===== src/rtl/stopwatch_control_if.sv =====
// Stopwatch control bundle: request levels and counter values in, counter strobes and status out.
// Latency: none, wires only.
// Backpressure: none; every signal is a plain level or pulse.
interface stopwatch_control_if;
    logic       start;
    logic       stop;
    logic       clear;
    logic [5:0] seconds;
    logic [7:0] minutes;
    logic       sec_en;
    logic       min_en;
    logic       cnt_clear;
    logic       running;
    logic       paused;
    logic       overflow;

    // Driver of requests and counter values; observer of strobes and status.
    modport master (
        output start, stop, clear, seconds, minutes,
        input  sec_en, min_en, cnt_clear, running, paused, overflow
    );

    // The stopwatch controller itself.
    modport slave (
        input  start, stop, clear, seconds, minutes,
        output sec_en, min_en, cnt_clear, running, paused, overflow
    );
endinterface


===== src/rtl/stopwatch_control.sv =====
// Stopwatch sequencer: edge-detected start/stop/clear driving a 4-state FSM and a one-second prescaler.
// Latency: every output is registered, so it reflects a request one cycle after the request is sampled.
// Backpressure: none; requests are edge-triggered and strobes are single-cycle pulses.
module stopwatch_control #(
    parameter int unsigned TICK_DIV = 100000000
) (
    input  logic               clk,
    input  logic               reset,
    stopwatch_control_if.slave sw
);

    localparam int unsigned     PW        = (TICK_DIV > 1) ? $clog2(TICK_DIV) : 1;
    localparam logic [PW-1:0]   PRESC_MAX = PW'(TICK_DIV - 1);

    typedef enum logic [1:0] {
        S_IDLE  = 2'd0,
        S_RUN   = 2'd1,
        S_PAUSE = 2'd2,
        S_DONE  = 2'd3
    } state_t;

    state_t        state_q, state_d;
    logic [PW-1:0] presc_q, presc_d;
    logic          start_q, start_d;
    logic          stop_q, stop_d;
    logic          clear_q, clear_d;
    // Start is only honoured once it has been seen low after reset, so a
    // level held through reset release cannot masquerade as a fresh edge.
    logic          start_arm_q, start_arm_d;
    logic          sec_en_q, sec_en_d;
    logic          min_en_q, min_en_d;
    logic          cnt_clear_q, cnt_clear_d;
    logic          running_q, running_d;
    logic          paused_q, paused_d;
    logic          overflow_q, overflow_d;

    logic          start_req, stop_req, clear_req;
    logic          tick, terminal;

    // Next-state, prescaler and output-pulse decode; clear beats stop beats start.
    always_comb begin
        start_req = sw.start & ~start_q & start_arm_q;
        stop_req  = sw.stop  & ~stop_q;
        clear_req = sw.clear & ~clear_q;
        tick      = (state_q == S_RUN) && (presc_q == PRESC_MAX);
        terminal  = (sw.minutes == 8'd255) && (sw.seconds == 6'd59);

        state_d     = state_q;
        presc_d     = presc_q;
        sec_en_d    = 1'b0;
        min_en_d    = 1'b0;
        cnt_clear_d = 1'b0;

        // Prescaler advances on every RUN cycle, including the one that leaves RUN,
        // so a pause keeps exactly the elapsed part of the current second.
        if (state_q == S_RUN) begin
            presc_d = tick ? '0 : presc_q + PW'(1);
        end

        unique case (state_q)
            S_IDLE: begin
                if (clear_req) begin
                    cnt_clear_d = 1'b1;
                end else if (start_req) begin
                    state_d = S_RUN;
                end
            end
            S_RUN: begin
                if (clear_req) begin
                    state_d     = S_IDLE;
                    cnt_clear_d = 1'b1;
                end else if (stop_req) begin
                    state_d = S_PAUSE;
                end else if (tick) begin
                    if (terminal) begin
                        state_d = S_DONE;
                    end else begin
                        sec_en_d = 1'b1;
                        min_en_d = (sw.seconds == 6'd59);
                    end
                end
            end
            S_PAUSE: begin
                if (clear_req) begin
                    state_d     = S_IDLE;
                    cnt_clear_d = 1'b1;
                end else if (start_req) begin
                    state_d = S_RUN;
                end
            end
            S_DONE: begin
                if (clear_req) begin
                    state_d     = S_IDLE;
                    cnt_clear_d = 1'b1;
                end
            end
            default: state_d = S_IDLE;
        endcase

        if (clear_req) begin
            presc_d = '0;
        end

        start_d     = sw.start;
        stop_d      = sw.stop;
        clear_d     = sw.clear;
        start_arm_d = start_arm_q | ~sw.start;

        running_d  = (state_d == S_RUN);
        paused_d   = (state_d == S_PAUSE);
        overflow_d = (state_d == S_DONE);
    end

    // State, prescaler, edge-detect and output registers with synchronous reset.
    always_ff @(posedge clk) begin
        if (reset) begin
            state_q     <= S_IDLE;
            presc_q     <= '0;
            start_q     <= 1'b0;
            stop_q      <= 1'b0;
            clear_q     <= 1'b0;
            start_arm_q <= 1'b0;
            sec_en_q    <= 1'b0;
            min_en_q    <= 1'b0;
            cnt_clear_q <= 1'b0;
            running_q   <= 1'b0;
            paused_q    <= 1'b0;
            overflow_q  <= 1'b0;
        end else begin
            state_q     <= state_d;
            presc_q     <= presc_d;
            start_q     <= start_d;
            stop_q      <= stop_d;
            clear_q     <= clear_d;
            start_arm_q <= start_arm_d;
            sec_en_q    <= sec_en_d;
            min_en_q    <= min_en_d;
            cnt_clear_q <= cnt_clear_d;
            running_q   <= running_d;
            paused_q    <= paused_d;
            overflow_q  <= overflow_d;
        end
    end

    assign sw.sec_en    = sec_en_q;
    assign sw.min_en    = min_en_q;
    assign sw.cnt_clear = cnt_clear_q;
    assign sw.running   = running_q;
    assign sw.paused    = paused_q;
    assign sw.overflow  = overflow_q;

endmodule


===== src/flat_wrapper.sv =====
// flat-port wrapper written by rule: the top's interface ports become plain ports
module stopwatch_control_flat 
#(
    parameter int unsigned TICK_DIV = 100000000
)
  (clk, reset, sw_start, sw_stop, sw_clear, sw_seconds, sw_minutes, sw_sec_en, sw_min_en, sw_cnt_clear, sw_running, sw_paused, sw_overflow);
  stopwatch_control_if sw_i ();
  input  logic clk;
  input  logic reset;
  input wire logic [$bits(sw_i.start)-1:0] sw_start;
  input wire logic [$bits(sw_i.stop)-1:0] sw_stop;
  input wire logic [$bits(sw_i.clear)-1:0] sw_clear;
  input wire logic [$bits(sw_i.seconds)-1:0] sw_seconds;
  input wire logic [$bits(sw_i.minutes)-1:0] sw_minutes;
  output wire logic [$bits(sw_i.sec_en)-1:0] sw_sec_en;
  output wire logic [$bits(sw_i.min_en)-1:0] sw_min_en;
  output wire logic [$bits(sw_i.cnt_clear)-1:0] sw_cnt_clear;
  output wire logic [$bits(sw_i.running)-1:0] sw_running;
  output wire logic [$bits(sw_i.paused)-1:0] sw_paused;
  output wire logic [$bits(sw_i.overflow)-1:0] sw_overflow;
  assign sw_i.start = sw_start;
  assign sw_i.stop = sw_stop;
  assign sw_i.clear = sw_clear;
  assign sw_i.seconds = sw_seconds;
  assign sw_i.minutes = sw_minutes;
  assign sw_sec_en = sw_i.sec_en;
  assign sw_min_en = sw_i.min_en;
  assign sw_cnt_clear = sw_i.cnt_clear;
  assign sw_running = sw_i.running;
  assign sw_paused = sw_i.paused;
  assign sw_overflow = sw_i.overflow;
  stopwatch_control #(.TICK_DIV(TICK_DIV)) u_core (.clk(clk), .reset(reset), .sw(sw_i));
endmodule

===== config.mk =====
export PLATFORM = sky130hd
export DESIGN_NAME = stopwatch_control_flat
export DESIGN_NICKNAME = d
export VERILOG_FILES = /design/src/rtl/stopwatch_control_if.sv /design/src/rtl/stopwatch_control.sv /design/src/flat_wrapper.sv
export SDC_FILE = /design/constraint.sdc
export NUM_CORES = 1
export LEC_CHECK = 0
export CORE_MARGIN = 3
export CORE_UTILIZATION = 27
export CTS_CLUSTER_DIAMETER = 50
export DETAILED_ROUTE_END_ITERATION = 6
export GPL_TIMING_DRIVEN = 1
export RECOVER_POWER = 25
export SETUP_SLACK_MARGIN = 0.02
export SLEW_MARGIN = 0
export SYNTH_ARGS = -nofsm -noshare
export SYNTH_HDL_FRONTEND = slang
export SYNTH_SLANG_ARGS = --single-unit
export TNS_END_PERCENT = 50

===== constraint.sdc =====
create_clock -name clk -period 3.35 [get_ports clk]
set_clock_uncertainty 0.1 [all_clocks]
set_input_delay 1.005 -clock clk [delete_from_list [all_inputs] [get_ports clk]]
set_output_delay 1.005 -clock clk [all_outputs]
set_load 0.05 [all_outputs]

* Yosys cells after proc, flatten, opt, wreduce, memory -nomap -nowiden *
Cells that the tools add are included.

storage, ports and cells
  register bits = 39
  bits of input ports = 19
  output and inout port bits = 6
  word-level logic and storage cells = 53

cells by class
  add/subtract/negate cells = 1
  equality and inequality tests = 9
  muxes and demuxes = 13
  bitwise operators = 11
  reduce and logical (&&, ||, !) cells = 7

operators by type and width
  cell                   count
  $add 27x1->27 const B  1
  $eq 27x27->1 const B   1
  $mux 27                1
  $mux 2                 8
  $eq 2x2->1 const B     4
  $eq 8x8->1 const B     1
  $pmux 2 s4             1
  $eq 6x6->1 const B     1
  $not 1->1              6
  $reduce_or 6->1        1
  $reduce_or 5->1        1
  $and 1x1->1            4
  $eq 2x1->1 const B     2
  $reduce_or 4->1        1
  $mux 1                 3
  $logic_and 1x1->1      2
  $logic_not 2->1        1
  $reduce_or 2->1        1
  $or 1x1->1             1

* Logic depth before layout (Yosys ltp) *
Gate-level depths: netlist of run 1.

  depth after elaboration = 8
  depth in mapped cells = 7
  gate-level depth less buffers = 5

* Least setup slack after synthesis of run 1 *
OpenSTA, ideal clock, no wires.

  path kind = reg-to-reg
  from = register u_core.presc_q[19]
  to = register u_core.presc_q[15]
  library setup time = 125 ps
  arrival time = 1,891 ps
  data required time = 3,125 ps
  setup slack = 1,234 ps
  cell stages (with the launch flop) = 7
  path buffers = 2
  period minus slack after synthesis = 2,116 ps
  cells stage by stage = dfxtp_1 or4b_2 or4_1 buf_2 o21ai_4 buf_4 a21oi_1

on the way
  cells in the longest elaborated chain, start to end = 3

RTL lines
  what                    RTL line                  RTL
  start, declared         stopwatch_control.sv:23   logic [PW-1:0] presc_q, presc_d;
  start signal, assigned  stopwatch_control.sv:131  presc_q <= presc_d;
  $eq 27x27->1            stopwatch_control.sv:45   tick = (state_q == S_RUN) && (presc_q == PRESC_MAX);
  $logic_and 1x1->1       stopwatch_control.sv:45
  $mux 27                 stopwatch_control.sv:57   presc_d = tick ? '0 : presc_q + PW'(1);

No other way between the ends.
A chain may end at the register's enable or synchronous reset.

* Final worst setup path of run 1 *
  from = register u_core.presc_q[19]
  to = register u_core.presc_q[4]

The elaborated chain is that of the path after synthesis.

==> reports/qor.txt, run 1 <==
Routability cong. = 0.788
Max cap viols = 0
EDFF count, synth = 0
Hold path start = u_core.clear_q
Final period util = 76.5%
Hpwl dp = 2690 um
Synth Area per Inst = 8.63 um2
Worst skew pair latency = 0.29 ns
Async SR Flop Fraction = 0%
Synthesized Nets = 228
Rows = 29
Seq/Total Area, Yosys = 43.5%
Bufs on Longest Clock Path = 2
Pin count of the biggest net entering global routing = 26
Core box area = 6390 um2
Critical Path AT = 2.60 ns
Final hold viol count = 0
Antenna-violating nets left = 0
Vias = 1,592
1st-iter DRT viols = 85
Number of global-route vias before repair = 1,526
Starting Density = 28.1%
Inserted Clock Buffers = 5
Top FF cell, synth = dfxtp_1
Hold_buf cts = 0
Most flop-heavy register = u_core.presc_q
Distinct cell type count after synthesis = 40
DRC = 0
Element type at the critical path end = register
IO Count = 25
Relative slew slack = 56.8%
Pre-Repair DR Iteration Count = 4
CTS root buf = clkbuf_8
CTS H-tree depth = 2
Fin util = 34.1%
Die ar. = 7660 um2
Slowest CP cell = or4b_2
TritonCTS clock tree = done
Post-CTS sizing = 0
Worst vdd ir = 0.172 mV
Hold Crit Class = reg2reg
Worst-Margin Slew = 0.645 ns
# diodes = 0
First-pass GRT wire length = 6850 um
WL/cell = 12.3 um
Period minus WS final = 2.56 ns
Post-route setup slack = 0.786 ns
Area Growth Syn to Fin = 21.3%
CP max stage delay = 0.67 ns
Setup tns final = 0 ns
# Post-CTS Setup Buffers = 0
Slew Limit Fails = 0
Post-route cell area = 2180 um2
Total gr overflow = 0
Critical path cell sequence = or4b_2 -> or4_1 -> o21ai_4 -> nor2_1
Crit-path max FO = 25
Layout Nets = 250
Element type at the critical path start = register
Vias/cell = 5.19
CTS clk-pin slew, worst paths = 0.08 ns
Biggest regs = u_core.presc_q x27, u_core.state_q x2
Number of synthesized register bits = 39
Peak Freq = 390 MHz
Antenna violations before repair = 0
PD cells = 385 nW/um2
RSZ-0062 raised after global routing = false
DP Worst Slack = 0.649 ns
PortBufs = 24
Crit path kind = reg2reg
Mapped Area = 1800 um2
Worst reg2reg startpoint = u_core.presc_q[19]
Outcome = finished, final reports clean
Req. time, crit path = 3.39 ns
Share of layout cells above drive strength 1 = 5.22%
Placed inst area = 2090 um2
Leak = 0.652 nW
CTS Sinks = 39
Placed cells = 300
Global Route Usage Sum = 11.2%
Max FFs per register = 27
Post-layout total power = 840 uW
Post-Route WL = 3780 um
Gate Count Post-Synth = 208
Die Y = 87.5 um
Final setup viols = 0
Final non-filler cell total = 307
Worst setup path start = u_core.presc_q[19]
Yosys warns = 0
Die Width = 87.5 um
Final hold slack = 0.330 ns
## worst paths after layout
| check | end | slack (ns) | cells past startpoint |
|---|---|---|---|
| max | u_core.presc_q[4] | 0.79 | 4 |
| min reg2reg | u_core.sw.cnt_clear | 0.33 | 1 |
| min | u_core.sw.cnt_clear | 0.33 | 1 |
| max reg2reg | u_core.presc_q[4] | 0.79 | 4 |
## final cells by class
cell class,instances,area [um2]
Tap cell,77,96.3
Fill cell,669,4210
Sequential cell,39,781
Multi-Input combinational cell,154,947
Clock inverter,1,5.00
Inverter,5,18.8
Clock buffer,6,82.6
Timing Repair Buffer,25,248
## metal layers
layer / routed length (um) / global-route usage, % / up-vias
li1: - / - / 813
met3: 95 / 3.39 / 2
met2: 1890 / 18.8 / 15
met4: 23 / 4.18 / 0
met1: 1770 / 13.4 / 762
met5: 0 / 0 / -
## report_power, final
group          total (mW)  leakage [nW]  internal [mW]  switching [mW]
logic              0.0504         0.289         0.0270          0.0235
registers           0.471         0.316          0.468         0.00250
clock network       0.319        0.0470          0.162           0.157
total               0.840         0.652          0.657           0.183
## kinds of logic after synthesis
logic type               after synthesis  share of synthesized area [%]
adder cells (fa/ha/maj)                1                          0.697
AO/OA/AOI/OAI                         47                           15.8
XOR/XNOR                               8                           3.90
buffers and inverters                 15                           3.76
AND/OR/NAND/NOR                       98                           32.3
flip-flops                            39                           43.5
## synthesized netlist by cell type, types with 2 or more instances
library cell,n,area [um2]
inv_1,5,18.8
clkbuf_1,4,15.0
xor2_1,4,35.0
dfxtp_1,39,781
xnor2_1,4,35.0
nand4bb_1,2,22.5
nor2_1,18,67.6
nand3b_1,2,15.0
buf_2,3,15.0
or4_1,14,105
or4b_1,2,20.0
nand2_1,14,52.6
and4_1,2,17.5
a21oi_1,21,105
o31ai_1,10,75.1
or3_1,7,43.8
nand3_1,8,40.0
nor2b_1,7,43.8
o21ai_0,10,50.1
nor3_1,5,25.0
nand4_1,7,43.8
buf_4,2,15.0
## critical path: cells and delay by family (launching register included)
family          cells  cell delay (ns)
simple gates        3             1.38
compound gates      1             0.58
flops               1             0.35
## cells in the final DEF, fill, tap and decap left out, types with 2 or more instances in the layout
cell type / instances
clkdlybuf4s50_1: 21
or3_1: 7
xnor2_1: 4
or4_1: 14
nand3_1: 8
a21oi_1: 21
inv_1: 5
nor3_1: 5
o21ai_0: 10
and4_1: 2
nand2_1: 14
nor2b_1: 7
or4b_1: 2
o31ai_1: 10
nand4bb_1: 2
xor2_1: 4
dfxtp_1: 39
nand3b_1: 2
dlygate4sd3_1: 3
clkbuf_8: 6
nand4_1: 7
nor2_1: 18
No activity file was read; power rests on OpenSTA's default activity.
==> run 2, diff against run 1 <==
clock period = 2.31 ns   (was 3.35 ns; I/O delays follow)
==> run 2 against run 1 <==
Net effect:
- clock power grew 39%
- critical path depth increased by 1
- fmax is 14% higher
- flip-flop and latch count unchanged
- via count rose by 3.9%
- global-route usage increased by 0.50 points
- cell count up 7.5%
==> reports/qor.txt, run 2 (same netlist as run 1, synthesis figures left out) <==
Final hold slack = 0.318 ns (-0.0115 ns)
Layout Nets = 272 (+8.8%)
Vias = 1,654 (+3.9%)
Reg-to-reg endpoint = u_core.sw.paused
Period minus WS final = 2.25 ns (-0.316 ns)
Routability cong. = 0.772 (-2.0%)
Starting Density = 28.1% (unchanged)
IO Count = 25 (unchanged)
PD cells = 513 nW/um2 (+33%)
Max cap viols = 0 (unchanged)
Outcome = finished, final reports clean
Most frequent cells in the layout = 38 x dfxtp_1, 23 x clkdlybuf4s50_1, 22 x buf_4, 21 x a21oi_1, 18 x nor2_1
Pin count of the biggest net entering global routing = 19 (-27%)
Post-layout total power = 1.21 mW (+44%)
Peak Freq = 445 MHz (+14%)
Die Y = 87.5 um (unchanged)
CTS clk-pin slew, worst paths = 0.07 ns (about the same)
Pre-Repair DR Iteration Count = 4 (unchanged)
Element type at the critical path start = register
Relative slew slack = 65.6% (+8.7 points)
R2R cell count = 5 (+1)
Critical Path End = u_core.sw.paused
Req. time, crit path = 2.43 ns (-0.96 ns)
CTS Sinks = 39 (unchanged)
# Post-CTS Setup Buffers = 0 (unchanged)
Most flop-heavy register = u_core.presc_q
Slew Limit Fails = 0 (unchanged)
Crit path kind = reg2reg
Max FFs per register = 27 (unchanged)
Reg2reg setup slack = 0.06 ns (-0.72 ns)
CTS H-tree depth = 2 (unchanged)
PortBufs = 24 (unchanged)
CTS root buf = clkbuf_8
Worst-Margin Slew = 0.515 ns (-0.131 ns)
Hpwl dp = 2880 um (+6.9%)
Element type at the critical path end = register
Worst reg2reg startpoint = u_core.presc_q[19]
CP max stage delay = 0.65 ns (-0.02 ns)
TritonCTS clock tree = done
Die Width = 87.5 um (unchanged)
Hold Crit Class = reg2reg
Final hold viol count = 0 (unchanged)
Post-Route WL = 4130 um (+9.1%)
Crit-path max FO = 5 (-80%)
Biggest regs = u_core.presc_q x27, u_core.state_q x2
Final setup viols = 0 (unchanged)
Leak = 0.758 nW (+16%)
First-pass GRT wire length = 7200 um (+5.1%)
# diodes = 0 (unchanged)
Antenna violations before repair = 0 (unchanged)
Total gr overflow = 0 (unchanged)
Antenna-violating nets left = 0 (unchanged)
Critical path cell sequence = or4b_2 -> or4_4 -> buf_4 -> nand4bb_1 -> a21oi_1
Die ar. = 7660 um2 (unchanged)
WL/cell = 12.5 um (+1.5%)
Vias/cell = 5.01 (-3.3%)
Inserted Clock Buffers = 5 (unchanged)
RSZ-0062 raised after global routing = true
Worst skew pair latency = 0.29 ns (about the same)
Number of global-route vias before repair = 1,624 (+6.4%)
Worst vdd ir = 0.313 mV (+82%)
Placed cells = 321 (+7.0%)
Commonest non-fill, non-tap cell in the layout = dfxtp_1
Final period util = 97.3% (+21 points)
1st-iter DRT viols = 133 (+56%)
Slowest CP cell = or4b_2
Rows = 29 (unchanged)
Global Route Usage Sum = 11.7% (+0.50 points)
Bufs on Longest Clock Path = 2 (unchanged)
Core box area = 6390 um2 (unchanged)
Area Growth Syn to Fin = 30.9%
Share of layout cells above drive strength 1 = 13.8% (+8.6 points)
Final non-filler cell total = 330 (+7.5%)
Worst setup path start = u_core.presc_q[19]
DRC = 0 (unchanged)
Critical Path AT = 2.36 ns (-0.24 ns)
-- run 2: cell type report --
cell class,instances,area (um2)
Fill cell,665,4040
Sequential cell,39,782
Tap cell,77,96.3
Clock buffer,7,76.3
Multi-Input combinational cell,155,967
Inverter,5,18.8
Timing Repair Buffer,46,405
Clock inverter,1,5.00
-- run 2: critical path, delay by kind of cell (launching register included) --
kind | cells | cell delay, ns
AND/OR/NAND/NOR | 3 | 1.39
buffers and inverters | 1 | 0.19
flip-flops | 1 | 0.31
AO/OA/AOI/OAI | 1 | 0.19
-- run 2: how the worst min path moves through the flow --
stage	start	endpoint	slack, ns	cells past startpoint
after CTS	u_core.clear_q	u_core.sw.cnt_clear	0.32	1
after detailed placement	u_core.clear_q	u_core.sw.cnt_clear	0.30	1
after global routing	u_core.clear_q	u_core.sw.cnt_clear	0.35	1
final	u_core.clear_q	u_core.sw.cnt_clear	0.32	1
after global placement	u_core.clear_q	u_core.sw.cnt_clear	0.30	1
after floorplan	u_core.clear_q	u_core.sw.cnt_clear	0.29	1
-- run 2: per-stage QoR --
stage	utilization [%]	setup WS (ns)	setup TNS (ns)	cell area, um2
after floorplan	-	0.194	0	1800
after global placement	35.2	-0.0472	-0.202	2250
after detailed placement	35.2	-0.0455	-0.448	2250
after CTS	36.8	0.0725	0	2350
after global routing	36.8	0.00430	0	2350
final	36.8	0.0616	0	2350
-- run 2: what timing repair did --
| item | CTS | global route |
|---|---|---|
| hold buffers | 0 | 0 |
| pin swaps | 1 | 0 |
| setup endpoints to repair | 25 | 3 |
| gates cloned | 1 | 0 |
| resized for setup | 2 | 1 |
-- run 2: routing by layer --
layer | vias to the layer above | global-route usage (%) | share of wire, %
met4 | 0 | 3.35 | 1.1
met1 | 764 | 14.8 | 47
met5 | - | 0 | 0
met3 | 5 | 2.82 | 4.1
li1 | 858 | - | -
met2 | 27 | 19.7 | 48
-- run 2: power breakdown --
part | switching [mW] | total [mW] | internal, mW
sequential | 0.00282 | 0.682 | 0.679
clock | 0.232 | 0.444 | 0.212
combinational | 0.0386 | 0.0816 | 0.0430
==> run 3, diff against run 2 <==
CORE_MARGIN = not set   (was 3)
==> run 3 against run 2 <==
Net effect:
- register-to-register slack better by 0.04 ns
- core utilization is 1.1 points higher
- worst hold slack worse by 0.0074 ns
- sequential power hardly changed
- non-clock buffer count is 5 higher
- fmax is 2.0% higher
- clock-buffer cell count is 1 lower
- routed wire length is 1.4% lower
- largest cell class unchanged
==> reports/qor.txt, run 3 (same netlist as run 1, synthesis figures left out) <==
Placed inst area = 2260 um2 (+0.67%)
Pre-Repair DR Iteration Count = 4 (unchanged)
Cell family with most CP delay = simple AND/OR/NAND/NOR gates
Area Growth Syn to Fin = 34.8%
Post-route cell area = 2420 um2 (+2.9%)
Outcome = finished, final reports clean
Final setup viols = 0 (unchanged)
Hold path start = u_core.clear_q
Worst vdd ir = 0.327 mV (+4.5%)
CTS Sinks = 39 (unchanged)
Vias = 1,711 (+3.4%)
Routability cong. = 0.766 (-0.75%)
Global Route Usage Sum = 12.8% (+1.2 points)
Req. time, crit path = 2.43 ns (about the same)
Commonest non-fill, non-tap cell in the layout = dfxtp_1
Layout Nets = 277 (+1.8%)
Worst skew pair latency = 0.29 ns (about the same)
Peak Freq = 454 MHz (+2.0%)
# diodes = 0 (unchanged)
Worst reg2reg startpoint = u_core.presc_q[19]
Starting Density = 28.1% (unchanged)
Number of global-route vias before repair = 1,700 (+4.7%)
First-pass GRT wire length = 7340 um (+1.9%)
Switch share = 22.1% (-0.57 points)
WP buf/inv = 1 (unchanged)
Post-Route WL = 4070 um (-1.4%)
Combinational Power Share = 6.6% (-0.2 points)
Hold_buf cts = 0 (unchanged)
Die Width = 83.5 um (-4.6%)
PD cells = 507 nW/um2 (-1.2%)
Slowest CP cell = or4b_2
CP max stage delay = 0.65 ns (about the same)
Most frequent cells in the layout = 38 x dfxtp_1, 26 x buf_4, 23 x clkdlybuf4s50_1, 21 x a21oi_1, 18 x nor2_1
CTS root buf = clkbuf_8
IO Count = 25 (unchanged)
CTS H-tree depth = 2 (unchanged)
Rows = 29 (unchanged)
Die Y = 83.5 um (-4.6%)
Critical Path AT = 2.32 ns (-0.04 ns)
Final period util = 95.4% (-1.9 points)
Bufs on Longest Clock Path = 2 (unchanged)
RSZ-0062 raised after global routing = true
Worst setup path start = u_core.presc_q[19]
WL/cell = 12.2 um (-2.6%)
Fin util = 37.9% (+1.1 points)
Internal power = 956 uW (+2.4%)
Fillers = 644 (-3.2%)
Period minus WS final = 2.20 ns (-0.0436 ns)
Die ar. = 6980 um2 (-8.9%)
Element type at the critical path end = register
Element type at the critical path start = register
Biggest regs = u_core.presc_q x27, u_core.state_q x2
Total gr overflow = 0 (unchanged)
Sequential cell area = 782 um2 (unchanged)
Slew Limit Fails = 0 (unchanged)
1st-iter DRT viols = 113 (-15%)
Max FFs per register = 27 (unchanged)
Clk network pwr share = 37.8% (+1.0 points)
Max cap viols = 0 (unchanged)
PortBufs = 24 (unchanged)
Pin count of the biggest net entering global routing = 18 (-1)
Worst-Margin Slew = 0.561 ns (+0.0463 ns)
Core box area = 6390 um2 (unchanged)
CTS clk-pin slew, worst paths = 0.07 ns (about the same)
Crit-path max FO = 5 (unchanged)
TritonCTS clock tree = done
Area occupied by multi-input gates = 995 um2 (+2.8%)
Most flop-heavy register = u_core.presc_q
Share of layout cells above drive strength 1 = 17.5% (+3.7 points)
Critical path cell sequence = or4b_2 -> or4_4 -> buf_4 -> nand4bb_4 -> a21boi_1
Crit path kind = reg2reg
Seq pwr share = 55.6% (-0.9 points)
Leak = 0.814 nW (+7.4%)
Antenna violations before repair = 0 (unchanged)
DRC = 0 (unchanged)
Relative slew slack = 62.5% (-3.1 points)
Final hold viol count = 0 (unchanged)
Vias/cell = 5.12 (+2.2%)
Hpwl dp = 2860 um (-0.74%)
Hold Crit Class = reg2reg
Antenna-violating nets left = 0 (unchanged)
Inserted Clock Buffers = 5 (unchanged)
Net Sw Power = 271 uW (-0.90%)
## run 3: cell types whose count changed in the layout (fill, tap and decap cells not counted)
cell / previous run / this run
buf_4: 22 / 26
or4_1: 13 / 10
nand4bb_4: 0 / 1
or4_4: 1 / 4
clkbuf_1: 2 / 0
clkbuf_2: 0 / 1
clkbuf_8: 5 / 6
nand4bb_1: 2 / 1
## run 3: final timing paths
| path | end | slack (ns) | depth (start not counted) |
|---|---|---|---|
| hold reg to reg | u_core.sw.cnt_clear | 0.31 | 1 |
| setup reg to reg | u_core.sw.overflow | 0.11 | 5 |
| hold / removal | u_core.sw.cnt_clear | 0.31 | 1 |
| setup / recovery | u_core.sw.overflow | 0.11 | 5 |
## run 3: timing repair
item	CTS	global route
setup endpoints to repair	25	5
gates resized for setup	3	4
setup buffers	0	3
gates cloned	1	0
pin swaps	1	1
## run 3: per-stage QoR
step                cells  setup WS (ns)  hold slack, ns  power (mW)  setup TNS, ns
detailed placement    323        -0.0887           0.306       0.777          -1.62
global route          334       -0.00741           0.342        1.28       -0.00741
global placement      323        -0.0344           0.303       0.775         -0.197
CTS                   331         0.0675           0.317        1.24              0
finish                334          0.105           0.311        1.23              0
floorplan             208          0.194           0.292       0.733              0
## run 3: routing by layer
| layer | up-vias | global-route usage, % | wire length (um) |
|---|---|---|---|
| met4 | 0 | 4.62 | 27 |
| li1 | 872 | - | - |
| met2 | 38 | 22.4 | 1990 |
| met1 | 796 | 14.9 | 1870 |
| met3 | 5 | 3.66 | 180 |
| met5 | - | 0 | 0 |
## run 3: final cells by class
cell class,count,area share (%)
Timing Repair Buffer,51,18.2
Sequential cell,39,32.3
Inverter,5,0.776
Multi-Input combinational cell,155,41.1
Clock buffer,6,3.41
Tap cell,77,3.98
Clock inverter,1,0.207
## run 3: power by group through the flow
| stage | logic, mW | registers, mW | clock network (mW) |
|---|---|---|---|
| 5_1_grt | 0.0885 | 0.682 | 0.512 |
| 3_5_place_dp | 0.0793 | 0.697 | 0 |
| 2_1_floorplan | 0.0297 | 0.703 | 0 |
| 4_1_cts | 0.0822 | 0.681 | 0.479 |
| 6_report | 0.0815 | 0.682 | 0.463 |
| 3_3_place_gp | 0.0779 | 0.697 | 0 |
## run 3: worst register-to-register path: stages (launching register included)
cell	delay (ns)
dfxtp_1	0.31
or4b_2	0.65
or4_4	0.49
buf_4	0.18
nand4bb_4	0.23
a21boi_1	0.16
